$ cat src/rtl/capture_sequencer.sv
// capture_sequencer: controls one logic-analyzer acquisition.
// Gates the sample prescaler, streams probe samples into a circular RAM,
// enforces a pre-trigger history, detects a masked trigger and captures
// a bounded number of post-trigger samples.
module capture_sequencer #(
  parameter int WIDTH       = 8,
  parameter int DEPTH       = 1024,
  parameter int PRE_SAMPLES = 256
) (
  input  logic                     i_clk,
  input  logic                     i_rst,
  input  logic                     i_arm,
  input  logic                     i_abort,
  input  logic                     i_tick,
  input  logic [WIDTH-1:0]         i_data,
  input  logic [WIDTH-1:0]         i_trig_mask,
  input  logic [WIDTH-1:0]         i_trig_value,
  input  logic [$clog2(DEPTH)-1:0] i_post_count,
  output logic                     o_run,
  output logic                     o_wr_en,
  output logic [$clog2(DEPTH)-1:0] o_wr_addr,
  output logic [WIDTH-1:0]         o_wr_data,
  output logic [$clog2(DEPTH)-1:0] o_trig_addr,
  output logic                     o_busy,
  output logic                     o_done
);

  localparam int AW = $clog2(DEPTH);
  // Largest post count that cannot reach back into the pre-trigger history.
  localparam logic [AW-1:0] POST_MAX = AW'(DEPTH - 1 - PRE_SAMPLES);
  localparam logic [AW-1:0] PRE_LAST = AW'((PRE_SAMPLES > 0) ? PRE_SAMPLES - 1 : 0);

  typedef enum logic [2:0] {
    S_IDLE,
    S_PREFILL,
    S_WAIT_TRIG,
    S_POST,
    S_DONE
  } state_t;

  state_t            state_p0;
  state_t            state_nx;

  logic [AW-1:0]     addr_p0;
  logic [AW-1:0]     cnt_p0;
  logic [AW-1:0]     post_cfg_p0;
  logic [WIDTH-1:0]  trig_mask_p0;
  logic [WIDTH-1:0]  trig_value_p0;
  logic [AW-1:0]     trig_addr_p0;

  logic              vld_p1;
  logic [AW-1:0]     wr_addr_p1;
  logic [WIDTH-1:0]  wr_data_p1;

  logic              busy;
  logic              arm_ok;
  logic              tick_ok;
  logic              hit;

  // Saturate the requested post count so the ring never laps the history.
  function automatic logic [AW-1:0] clamp_post(input logic [AW-1:0] n);
    return (n > POST_MAX) ? POST_MAX : n;
  endfunction

  assign busy    = (state_p0 == S_PREFILL) || (state_p0 == S_WAIT_TRIG) ||
                   (state_p0 == S_POST);
  assign arm_ok  = i_arm && !i_abort &&
                   ((state_p0 == S_IDLE) || (state_p0 == S_DONE));
  assign tick_ok = i_tick && busy && !i_abort;
  assign hit     = ((i_data ^ trig_value_p0) & trig_mask_p0) == '0;

  // State register.
  always_ff @(posedge i_clk) begin
    if (i_rst) state_p0 <= S_IDLE;
    else       state_p0 <= state_nx;
  end

  // Next-state decision; abort overrides everything including arm.
  always_comb begin
    state_nx = state_p0;
    if (i_abort) begin
      state_nx = S_IDLE;
    end else begin
      case (state_p0)
        S_IDLE, S_DONE: begin
          if (i_arm) state_nx = (PRE_SAMPLES == 0) ? S_WAIT_TRIG : S_PREFILL;
        end
        S_PREFILL: begin
          if (i_tick && (cnt_p0 == PRE_LAST)) state_nx = S_WAIT_TRIG;
        end
        S_WAIT_TRIG: begin
          if (i_tick && hit) state_nx = (post_cfg_p0 == '0) ? S_DONE : S_POST;
        end
        S_POST: begin
          if (i_tick && (cnt_p0 == AW'(1))) state_nx = S_DONE;
        end
        default: state_nx = S_IDLE;
      endcase
    end
  end

  // Status outputs decoded from the current state.
  always_comb begin
    o_run  = busy;
    o_busy = busy;
    o_done = (state_p0 == S_DONE);
  end

  // Config capture, ring address, prefill/post counter and trigger address.
  always_ff @(posedge i_clk) begin
    if (i_rst || i_abort) begin
      addr_p0      <= '0;
      cnt_p0       <= '0;
      trig_addr_p0 <= '0;
    end else if (arm_ok) begin
      addr_p0       <= '0;
      cnt_p0        <= '0;
      trig_mask_p0  <= i_trig_mask;
      trig_value_p0 <= i_trig_value;
      post_cfg_p0   <= clamp_post(i_post_count);
    end else if (tick_ok) begin
      addr_p0 <= addr_p0 + AW'(1);
      case (state_p0)
        S_PREFILL:   cnt_p0 <= cnt_p0 + AW'(1);
        S_WAIT_TRIG: begin
          if (hit) begin
            cnt_p0       <= post_cfg_p0;
            trig_addr_p0 <= addr_p0;
          end
        end
        S_POST:      cnt_p0 <= cnt_p0 - AW'(1);
        default:     cnt_p0 <= cnt_p0;
      endcase
    end
  end

  // ---- stage p1: registered RAM write, one cycle after the tick ----
  always_ff @(posedge i_clk) begin
    if (i_rst) begin
      vld_p1     <= 1'b0;
      wr_addr_p1 <= '0;
      wr_data_p1 <= '0;
    end else begin
      vld_p1 <= tick_ok;
      if (tick_ok) begin
        wr_addr_p1 <= addr_p0;
        wr_data_p1 <= i_data;
      end
    end
  end

  assign o_wr_en     = vld_p1;
  assign o_wr_addr   = wr_addr_p1;
  assign o_wr_data   = wr_data_p1;
  assign o_trig_addr = trig_addr_p0;

endmodule
$ cat config.mk
export PLATFORM = sky130hd
export DESIGN_NAME = capture_sequencer
export DESIGN_NICKNAME = d
export VERILOG_FILES = /design/src/rtl/capture_sequencer.sv
export SDC_FILE = /design/constraint.sdc
export NUM_CORES = 1
export LEC_CHECK = 0
export CAP_MARGIN = 10
export CORE_MARGIN = 1.5
export CORE_UTILIZATION = 30
export CTS_CLUSTER_DIAMETER = 60
export DETAILED_ROUTE_END_ITERATION = 16
export PLACE_DENSITY = 0.51
export SYNTH_ARGS = -nofsm -noshare
export SYNTH_HDL_FRONTEND = slang
export SYNTH_SLANG_ARGS = --single-unit
$ cat constraint.sdc
create_clock -name i_clk -period 4.14 [get_ports i_clk]
set_clock_uncertainty 0.05 [all_clocks]
set_input_delay 0.621 -clock i_clk [delete_from_list [all_inputs] [get_ports i_clk]]
set_output_delay 0.621 -clock i_clk [all_outputs]
set_load 0.005 [all_outputs]
# Word-level counts from Yosys, hierarchy flattened
# Cells that the tools add are included.
dict set report word_totals {
  register_bits 78
  latchBits 0
  ramBits 0
  rom_bits 0
  input_bits 39
  output_inout_bits 32
  elab_cells 60
  n_memories 0
}
dict set report op_classes {
  add_sub_neg 3
  n_mul 0
  n_div 0
  n_lt_le_gt_ge 1
  n_eq_ne 11
  shifts 0
  mux 8
  n_bitwise 4
  reduce_logical 23
}
# op count
set ops {}
lappend ops {{10-bit one-hot mux with 3 select lines} 1}
lappend ops {{10-bit by 1-bit adder with 10-bit output (second input constant)} 2}
lappend ops {{3-bit two-way mux} 5}
lappend ops {{3-bit one-hot mux with 4 select lines} 1}
lappend ops {{10-bit by 1-bit equality test with 1-bit output (second input constant)} 1}
lappend ops {{10-bit by 8-bit equality test with 1-bit output (second input constant)} 1}
lappend ops {{10-bit > comparator (second input constant)} 1}
lappend ops {{10-bit logical NOT} 1}
lappend ops {{10-bit two-way mux} 1}
lappend ops {{10-bit by 1-bit subtractor with 10-bit output (second input constant)} 1}
lappend ops {{8-bit AND} 1}
lappend ops {{8-bit logical NOT} 1}
lappend ops {{4-bit AND reduction} 2}
lappend ops {{8-bit XOR} 1}
lappend ops {{1-bit logical AND} 7}
lappend ops {{3-bit by 2-bit equality test with 1-bit output (second input constant)} 2}
lappend ops {{2-bit by 1-bit inequality test with 1-bit output (second input constant)} 3}
lappend ops {{2-bit OR reduction} 3}
lappend ops {{1-bit logical OR} 4}
lappend ops {{2-bit inequality test (second input constant)} 2}
lappend ops {{3-bit by 1-bit equality test with 1-bit output (second input constant)} 1}
lappend ops {{3-bit equality test (second input constant)} 1}
lappend ops {{3-bit logical NOT} 1}
lappend ops {{3-bit AND reduction} 1}
lappend ops {{4 further kinds} 5}

# Logic depth before layout (Yosys ltp)
dict set report logic_depth {
  word_depth 6
  depth_mapped 8
  depth_no_buf 8
}

# Worst setup path before layout
# No wires, ideal clock.
dict set report synth_path {
  path_kind {input-to-reg}
  from {input port i_abort}
  to {register post_cfg_p0[0], enable pin}
  setup_time_ps 409
  t_arrival_ps 2372
  required_ps 3681
  setup_slack_ps 1309
  stages 4
  path_buffers 2
  path_cell_list {or2_2 clkbuf_1 clkbuf_1 nor2_1}
}
dict set report synth_via {
  elab_chain_cells 4
  word_cells_on_any_way 6
  classes_between {1 x bitwise; 5 x reduce/logical}
}
# element line
set synth_lines {}
lappend synth_lines {{start: declaration} 13} ;# input logic i_abort,
lappend synth_lines {{1-bit logical NOT} 67} ;# assign arm_ok = i_arm && !i_abort &&
lappend synth_lines {{1-bit logical AND (2 in series)} 67}
lappend synth_lines {{2-bit AND reduction (no line) (*)} n/a}
lappend synth_lines {{end signal: assignment} 120} ;# post_cfg_p0 <= clamp_post(i_post_count);
lappend synth_lines {{end: declaration} 46} ;# logic [AW-1:0] post_cfg_p0;
# Mark *: on every way between the ends. The rest lies on a longest branch, timed or not.
# A chain may end at the register's enable or synchronous reset.

# Worst setup path in the final report
dict set report layout_path {
  from {input port i_tick}
  to {register cnt_p0[7]}
}
dict set report layout_via {
  elab_chain_cells 3
}
# element line
set layout_lines {}
lappend layout_lines {{start: declaration} 14} ;# input logic i_tick,
lappend layout_lines {{1-bit logical AND (2 in series)} 69} ;# assign tick_ok = i_tick && busy && !i_abort;
lappend layout_lines {{3-bit AND reduction (no line)} n/a}
lappend layout_lines {{end signal: assignment} 124} ;# S_PREFILL: cnt_p0 <= cnt_p0 + AW'(1);
lappend layout_lines {{end signal: assignment} 127} ;# cnt_p0 <= post_cfg_p0;
lappend layout_lines {{end signal: assignment} 131} ;# S_POST: cnt_p0 <= cnt_p0 - AW'(1);
lappend layout_lines {{end: declaration} 45} ;# logic [AW-1:0] cnt_p0;
# Every way passes these cells.

==> flow_metrics.py <==
metrics = {
    "run_status": {
        "status": "completed",
    },
    "worst_setup_path": {
        "cp_slowest_stage_delay_ps": 900,
        "crit_arrival_ps": 2860,
        "cp_data_required_time_ps": 4320,
        "criticalPathCategory": "in -> reg",
        "crit_path_cell_trace": "clkdlybuf4s50_1, or4b_1, a21oi_4, o21ai_1, a31o_1",
        "path_delay_family": "simple AND/OR/NAND/NOR gates",
        "crit_slowest_cell": "or4b_1",
        "path_max_fanout": 23,
        "startpoint_type": "primary input",
        "cp_num_buf_inv": 1,
        "worst_setup_path_end_kind": "flip-flop",
    },
    "routing": {
        "drc": 0,
        "dr.pass1.iters": 10,
        "avgRoutedWirePerCell_um": 15.3,
        "routed_via_density": 4.96,
        "drtIter0Drc": 88,
        "routed-via-count": 2937,
        "postRouteAntennaNets": 0,
        "finalWirelength_mm": 9.04,
    },
    "pwr": {
        "p_per_area_mw_per_mm2": 371,
        "total_leakage_power_uw": 0.00169,
        "total_power_uw": 1750,
        "vdd_drop_max_mv": 0.196,
    },
    "yosys": {
        "yosysUniqueCellTypes": 56,
        "yosysWarnings": 0,
        "synth.most_common_cell": "nand2_1",
        "ys_ff_latch": 78,
        "yosysSeqAreaShare": 0.508,
        "synth_edf_count": 26,
        "syn_area_mm2": 0.00359,
        "avgSynthCellArea_um2": 9.42,
        "synth_area_leaders": "dfxtp_1 29%, edfxtp_1 22%, nand2_1 5.9%",
        "synth_nets": 424,
        "syn_inst": 381,
        "synthTopCellsByCount": "56 x nand2_1, 52 x dfxtp_1, 40 x a21oi_1",
        "yosysTopAreaCellShare": 0.290,
        "yosysTopAreaCell": "dfxtp_1",
        "ys.flop_type": "dfxtp_1",
        "async_reset_ff_frac": 0,
    },
    "sta": {
        "maxSlewHeadroom": 0.370,
        "max_freq_ghz": 0.373,
        "period_minus_slack_ps": 2680,
        "setup_viol": 0,
        "rsz0062_at_grt": "false",
        "worst_slack_ps": 1460,
        "fin_setup_tns_ps": 0,
        "drv_slew": 0,
        "hold_viol": 0,
        "fin_crit_sh": 0.647,
        "worstMarginPinSlew_ps": 945,
        "hold_ws_ps": 406,
    },
    "die": {
        "initial_core_util": 0.311,
        "die_h_um": 112,
        "core_mm2": 0.0115,
        "rows": 39,
        "pin_count": 71,
        "dieArea_mm2": 0.0126,
        "die_width_um": 112,
    },
    "cts": {
        "cts_sinks": 78,
        "holdBufCountCts": 0,
        "post_cts_buffers": 0,
        "cts_tree": "done",
        "htreeDepth": 3,
        "root_buffer": "clkbuf_16",
        "numCtsBuffers": 9,
        "cts_resized": 0,
        "clk_latency_ps": 330,
        "clk_pin_slew_ps": 70,
        "clock_path_buffers": 2,
    },
    "cells_and_area": {
        "fin_nets": 487,
        "fin_util": 0.409,
        "area_growth_pct": 31.2,
        "diodes": 0,
        "drive_gt1_frac": 0.0735,
    },
    "placed_design": {
        "port_buffers": 70,
        "routabilityCongestion": 0.824,
        "post-place-ws_ps": 1110,
        "hpwlAfterDp_mm": 6.32,
    },
    "worst_hold_path": {
        "hold_class": "reg -> reg",
    },
    "job": {
        "max_cap_viol_count": 0,
    },
    "global_routing": {
        "grt_max_degree": 28,
        "grt-ovfl-total": 0,
        "first_global_vias": 2924,
        "track_usage": 0.148,
        "grt_first_pass_wirelength_mm": 14.7,
        "antenna_found_initial": 0,
    },
}
-- metal layers --
metal / vias to the layer above / track usage / share of wire
li1: 1472 / - / -
met1: 1374 / 0.209 / 0.50
met2: 83 / 0.220 / 0.43
met3: 8 / 0.0356 / 0.059
met4: 0 / 0.0532 / 0.012
met5: - / 0 / 0
-- metrics by stage --
step	instances	instance area [µm²]
2_1_floorplan	381	3590
3_5_place_dp	576	4400
5_1_grt	592	4710
3_3_place_gp	576	4400
6_report	592	4710
4_1_cts	592	4710
-- tightest hold or removal path, stage by stage, from the launching register on --
cell	delay, ps
dfxtp_1	310
nand2_1	50
a21oi_1	50
-- state kept, by name, summed over array words and instances (netlist names) --
signal,cells
o_trig_addr,10
addr_p0,10
state_p0,3
post_cfg_p0,10
o_wr_addr,10
trig_value_p0,8
o_wr_en,1
cnt_p0,10
trig_mask_p0,8
o_wr_data,8
-- report_power, final --
group	switching [µW]	internal (µW)	leakage (µW)	total [µW]
clock	334	491	0.000151	826
combinational	56.8	57.3	0.000881	114
sequential	5.43	802	0.000656	808
-- placed cells by master, fill, tap and decap left out, drive strengths merged, types with 3 or more instances in the layout --
cell type,netlist,routed
clkbuf,14,11
xor2,16,16
o22ai,3,3
xnor2,4,4
and2,4,4
edfxtp,26,26
inv,6,10
and3,6,6
buf,9,5
a22oi,4,4
ha,4,4
nor2,37,37
a21oi,41,41
o21ai,18,18
o211ai,3,3
mux2i,10,10
nand4,6,6
clkdlybuf4s50,0,70
nand2b,11,11
nor3,4,4
nand3,13,13
nand2,56,56
dfxtp,52,52
a211oi,4,4
-- cells by family after synthesis --
kind of cell / after synthesis / synth area share
xor+xnor: 20 / 0.0488
buf+inv: 29 / 0.0359
mux: 10 / 0.0279
flops: 78 / 0.508
fa+ha+maj: 4 / 0.0140
simple gates: 153 / 0.211
compound gates: 87 / 0.155
-- area by class of cell --
cell class	instances	area, µm²
Tap cell	143	179
Fill cell	1134	6810
Clock inverter	5	62.6
Multi-Input combinational cell	274	1640
Clock buffer	11	243
Sequential cell	78	1820
Inverter	6	22.5
Timing Repair Buffer	75	738
-- worst paths after layout --
path / startpoint / endpoint / slack (ps) / depth (start not counted)
worst max-delay path: i_tick / cnt_p0[7]$_SDFFE_PP0P_ / 1460 / 5
worst min register to register: o_wr_data[7]$_SDFFE_PP0P_ / o_wr_data[7]$_SDFFE_PP0P_ / 410 / 2
worst max register to register: state_p0[2]$_SDFFE_PN0P_ / cnt_p0[6]$_SDFFE_PP0P_ / 1660 / 6
worst min-delay path: o_wr_data[7]$_SDFFE_PP0P_ / o_wr_data[7]$_SDFFE_PP0P_ / 410 / 2
(Power assumes the default switching activity.)
